File: src/rtl/modular_subtractor.sv
// Limb-serial 256-bit modular subtractor: result = (A - B) mod P, one limb per clock.
// Define MODSUB_OPERAND_PORTS_EN to take operands from i_a/i_b instead of OPERAND_A/OPERAND_B.
module modular_subtractor #(
  parameter int           LIMB_W    = 32,
  parameter logic [255:0] P         = 256'hFFFFFFFF_FFFFFFFF_FFFFFFFF_FFFFFFFF_FFFFFFFF_FFFFFFFF_FFFFFFFE_FFFFFC2F,
  parameter logic [255:0] OPERAND_A = 256'h0,
  parameter logic [255:0] OPERAND_B = 256'h86419981_06234453_aa5f9d6a_3178f4f8_fd640324_d231d723_62ca3b61_a5c4a524
) (
  input  logic         i_clk,
  input  logic         i_rst,
  input  logic         i_start,
`ifdef MODSUB_OPERAND_PORTS_EN
  input  logic [255:0] i_a,
  input  logic [255:0] i_b,
`endif
  output logic [255:0] result,
  output logic         done
);

  localparam int         N    = 256 / LIMB_W;
  localparam logic [3:0] LAST = 4'(N - 1);

  typedef enum logic [1:0] {IDLE, SUB, CORR, DONE} state_t;

  state_t          state, next;
  logic [255:0]    a_reg, b_reg;
  logic [255:0]    op_a, op_b;
  logic [3:0]      idx;
  logic            cy;
  logic [7:0]      base;
  logic            last;
  logic [LIMB_W:0] diff, sum;

`ifdef MODSUB_OPERAND_PORTS_EN
  assign op_a = i_a;
  assign op_b = i_b;
`else
  assign op_a = OPERAND_A;
  assign op_b = OPERAND_B;
`endif

  // cy is the borrow during SUB and the carry during CORR
  always_comb begin
    base = 8'(idx * LIMB_W);
    last = (idx == LAST);
    diff = {1'b0, a_reg[base +: LIMB_W]} - {1'b0, b_reg[base +: LIMB_W]}
         - {{LIMB_W{1'b0}}, cy};
    sum  = {1'b0, result[base +: LIMB_W]} + {1'b0, P[base +: LIMB_W]}
         + {{LIMB_W{1'b0}}, cy};
  end

  always_comb begin
    next = state;
    case (state)
      IDLE: if (i_start) next = SUB;
      SUB:  if (last) next = diff[LIMB_W] ? CORR : DONE;
      CORR: if (last) next = DONE;
      DONE: if (!i_start) next = IDLE;
      default: next = IDLE;
    endcase
  end

  always_ff @(posedge i_clk or posedge i_rst) begin
    if (i_rst) state <= IDLE;
    else       state <= next;
  end

  always_ff @(posedge i_clk or posedge i_rst) begin
    if (i_rst) begin
      a_reg  <= '0;
      b_reg  <= '0;
      result <= '0;
      done   <= 1'b0;
      idx    <= '0;
      cy     <= 1'b0;
    end else begin
      case (state)
        IDLE: begin
          if (i_start) begin
            a_reg <= op_a;
            b_reg <= op_b;
            idx   <= '0;
            cy    <= 1'b0;
            done  <= 1'b0;
          end
        end
        SUB: begin
          result[base +: LIMB_W] <= diff[LIMB_W-1:0];
          idx <= last ? '0 : idx + 4'd1;
          cy  <= last ? 1'b0 : diff[LIMB_W];
          if (last && !diff[LIMB_W]) done <= 1'b1;
        end
        CORR: begin
          // carry out of the top limb is dropped: the sum wraps mod 2^256
          result[base +: LIMB_W] <= sum[LIMB_W-1:0];
          idx <= last ? '0 : idx + 4'd1;
          cy  <= last ? 1'b0 : sum[LIMB_W];
          if (last) done <= 1'b1;
        end
        default: ;
      endcase
    end
  end

endmodule

File: config.mk
export PLATFORM = sky130hd
export DESIGN_NAME = modular_subtractor
export DESIGN_NICKNAME = d
export VERILOG_FILES = /design/src/rtl/modular_subtractor.sv
export SDC_FILE = /design/constraint.sdc
export NUM_CORES = 1
export LEC_CHECK = 0
export CORE_UTILIZATION = 25
export DETAILED_ROUTE_END_ITERATION = 6
export HOLD_SLACK_MARGIN = 0.15
export PLACE_DENSITY = 0.45
export SYNTH_ARGS = -nofsm -noshare
export SYNTH_HDL_FRONTEND = slang
export SYNTH_SLANG_ARGS = --single-unit
File: constraint.sdc
create_clock -name i_clk -period 9.9 [get_ports i_clk]
set_clock_uncertainty 0.2 [all_clocks]
set_input_delay 1.98 -clock i_clk [delete_from_list [all_inputs] [get_ports i_clk]]
set_output_delay 1.98 -clock i_clk [all_outputs]
set_load 0.1 [all_outputs]
==> results.sh <==
export IMPL_met2WireLength_mm=31.69
export IMPL_ant_nets=0
export IMPL_largest_register_ffs=256
export IMPL_cts_htree_levels=1
export IMPL_wl_met1_mm=29.75
export IMPL_async_reset_ff_share_pct=100.0
export IMPL_design_area_mm2=0.02001
export IMPL_totalWireLength_mm=66.20
export IMPL_rsz0062_at_grt="false"
export IMPL_cp_required_ns=10.20
export IMPL_place_detailed_hpwl_mm=46.18
export IMPL_regMostFlops="result"
export IMPL_crit_path_end="result[31]"
export IMPL_synth_warnings=0
export IMPL_slew_headroom_pct=24.77
export IMPL_nFillCells=6474
export IMPL_drtIter0Drc=947
export IMPL_core_mm2=0.06171
export IMPL_grtUsageTotal_pct=20.52
export IMPL_num_vias=13850
export IMPL_largest_registers="result (256), idx (4), state (2)"
export IMPL_die_w_um=252.1
export IMPL_yosysSeqAreaShare_pct=42.40
export IMPL_crit_path_start="idx[0]"
export IMPL_path_max_fanout=33
export IMPL_drive_gt1_share_pct=10.39
export IMPL_maxCapViolations=0
export IMPL_grt_pass1_vias=13840
export IMPL_antenna_cells=0
export IMPL_worstReg2RegStart="idx[0]"
export IMPL_start_util_pct=25.35
export IMPL_synth_edf_count=0
export IMPL_setup_viol=0
export IMPL_critPathKind="reg -> reg"
export IMPL_layout_commonest_cell="nand2_1"
export IMPL_pre_cts_slack_ns=3.910
export IMPL_post_dp_cell_area_mm2=0.01905
export IMPL_synth_fp_nets=1675
export IMPL_die_area_mm2=0.06357
export IMPL_finalWorstSetupSlack_ns=3.939
export IMPL_insertion_delay_ns=0.57
export IMPL_drt_pass1_iterations=5
export IMPL_antenna_found_initial=0
export IMPL_wl_per_cell_um=24.57
export IMPL_r2r_setup_slack_ns=3.94
export IMPL_whs_path_depth=2
export IMPL_drv_slew=0
export IMPL_fin_crit_sh_pct=60.21
export IMPL_ys_types=87
export IMPL_syn_inst=1624
export IMPL_cts_buffers=31
export IMPL_cts_root_buf="clkbuf_16"
export IMPL_synthTopCellsByArea="dfrtp_1 42%, mux4_2 8.2%, nand2_1 7.5%, o21ai_0 5.4%, ha_1 3.8%"
export IMPL_status="completed"
export IMPL_synth_area_mm2=0.01564
export IMPL_portBuffers=259
export IMPL_die_y_um=252.1
export IMPL_grt_max_degree=148
export IMPL_cpPeakStageDelay_ns=0.78
export IMPL_stdcell_count=2694
export IMPL_layout_common_cells="306 x nand2_1, 262 x dfrtp_1, 259 x clkdlybuf4s50_1, 169 x o21ai_0, 81 x nor2_1"
export IMPL_r2r_end="result[31]"
export IMPL_worstPathArrival_ns=6.26
export IMPL_post_route_drc_count=0
export IMPL_grt_pass1_wl_mm=96.41
export IMPL_ios=260
export IMPL_area_delta_synth_final_pct=27.90
export IMPL_nNetsFinal=1885
export IMPL_synth_ff_type="dfrtp_1"
export IMPL_grt_overflow=0
export IMPL_clkSlewWorstSetupHoldPaths_ns=0.06
export IMPL_cts_tree="done"
export IMPL_cts_hold_buf=0
export IMPL_wl_met3_mm=3.205
export IMPL_fin_crit_ns=5.961
export IMPL_cts_sink_count=265
export IMPL_reg2reg_depth=18
export IMPL_avgViaCountPerCell=5.142
export IMPL_worst_slew_pin_slew_ns=1.124
export IMPL_fp_row_count=91
export IMPL_synth_area_per_cell_um2=9.631
export IMPL_min_path_type="reg -> reg"
export IMPL_dp_cells=2638
export IMPL_finalHoldViolCount=0
export IMPL_yosysTopAreaCellShare_pct=42.40
export IMPL_cp_cell_sequence="buf_4 -> nand2_1 -> nand2_1 -> o21ai_0 -> nand2_1 -> ha_1 -> ha_1 -> inv_1 -> ha_1 -> or3b_2 -> o211ai_1 -> a21oi_1 -> a21oi_1 -> nor2_1 -> o21ai_0 -> a21oi_1 -> o32ai_2 -> mux2_4"
export IMPL_cts_repair_resized=0
export IMPL_yosysTopAreaCell="dfrtp_1"
export IMPL_routabilityCongestion=0.8935
export IMPL_synth_seq_cells=265
export IMPL_final_setup_tns_ns=0
export IMPL_critPathSlowestCell="dfrtp_4"
export IMPL_worstSetupEndpointType="flip-flop"
export IMPL_cts_max_path_buffers=3
export IMPL_start_kind="flip-flop"
export IMPL_top_layer="met4"
export IMPL_post_cts_buffers=0
export IMPL_timing_fmax_mhz=167.8
-- kinds of logic after synthesis --
group           after synthesis  share of synthesized area (%)
mux                         119                          12.87
xor+xnor                     47                          2.632
buf+inv                     152                          4.312
simple gates                546                          15.59
fa+ha+maj                    48                          3.888
compound gates              447                          18.31
flops                       265                          42.40
-- how the worst min path moves through the flow --
| stage | start | to | slack, ns |
|---|---|---|---|
| 2_1_floorplan | idx[3] | idx[3] | 0.31 |
| 3_3_place_gp | result[189] | result[189] | 0.29 |
| 3_5_place_dp | result[73] | result[73] | 0.29 |
| 4_1_cts | result[83] | result[83] | 0.31 |
| 5_1_grt | result[165] | result[165] | 0.33 |
| 6_report | result[161] | result[161] | 0.31 |
-- per-layer routing --
layer,track usage (%),up-vias
li1,-,6290
met1,27.69,7042
met2,34.35,439
met3,2.894,82
met4,5.368,0
met5,0,-
-- cell usage after synthesis (10+ instances only) --
cell,number
xnor2_1,31
nand2_1,314
or3_1,11
a211oi_1,10
o31ai_1,60
nor2_1,81
dfrtp_1,265
a21o_1,16
and2_1,18
xor2_1,16
nand2b_1,11
clkbuf_1,72
inv_1,42
mux2_2,18
mux4_2,57
nand3_1,27
nor2b_1,13
o21ai_0,169
ha_1,47
a21oi_1,71
nor3_1,29
a31oi_1,10
mux2i_1,35
buf_2,10
a22o_1,33
-- critical path: cells and delay by family (launching register included) --
family	cells	cell delay, ns
AO/OA/AOI/OAI	7	2.37
adder cells (fa/ha/maj)	3	0.61
buffers and inverters	2	0.66
flip-flops	1	0.78
multiplexers	1	0.27
AND/OR/NAND/NOR	5	0.98
-- metrics by stage --
stage | hold slack (ns) | util (%)
2_1_floorplan | 0.3111 | -
3_3_place_gp | 0.2897 | 30.87
3_5_place_dp | 0.2945 | 30.87
4_1_cts | 0.3108 | 32.42
5_1_grt | 0.3302 | 32.42
6_report | 0.3061 | 32.42
-- final cells by class --
| cell class | count | area, um2 | share of cell area (%) |
|---|---|---|---|
| multi-input cells | 1207 | 8391 | 41.94 |
| repair buffers | 281 | 2783 | 13.91 |
| inverters | 48 | 187.7 | 0.9381 |
| flip-flops and latches | 265 | 6643 | 33.20 |
| clock buffers | 45 | 868.3 | 4.340 |
| well taps | 837 | 1047 | 5.235 |
| clock inverters | 11 | 86.33 | 0.4315 |
Power is left out: the tool's default activity adds up to more than one toggle a clock period on the data nets, which glitch-free logic cannot reach.
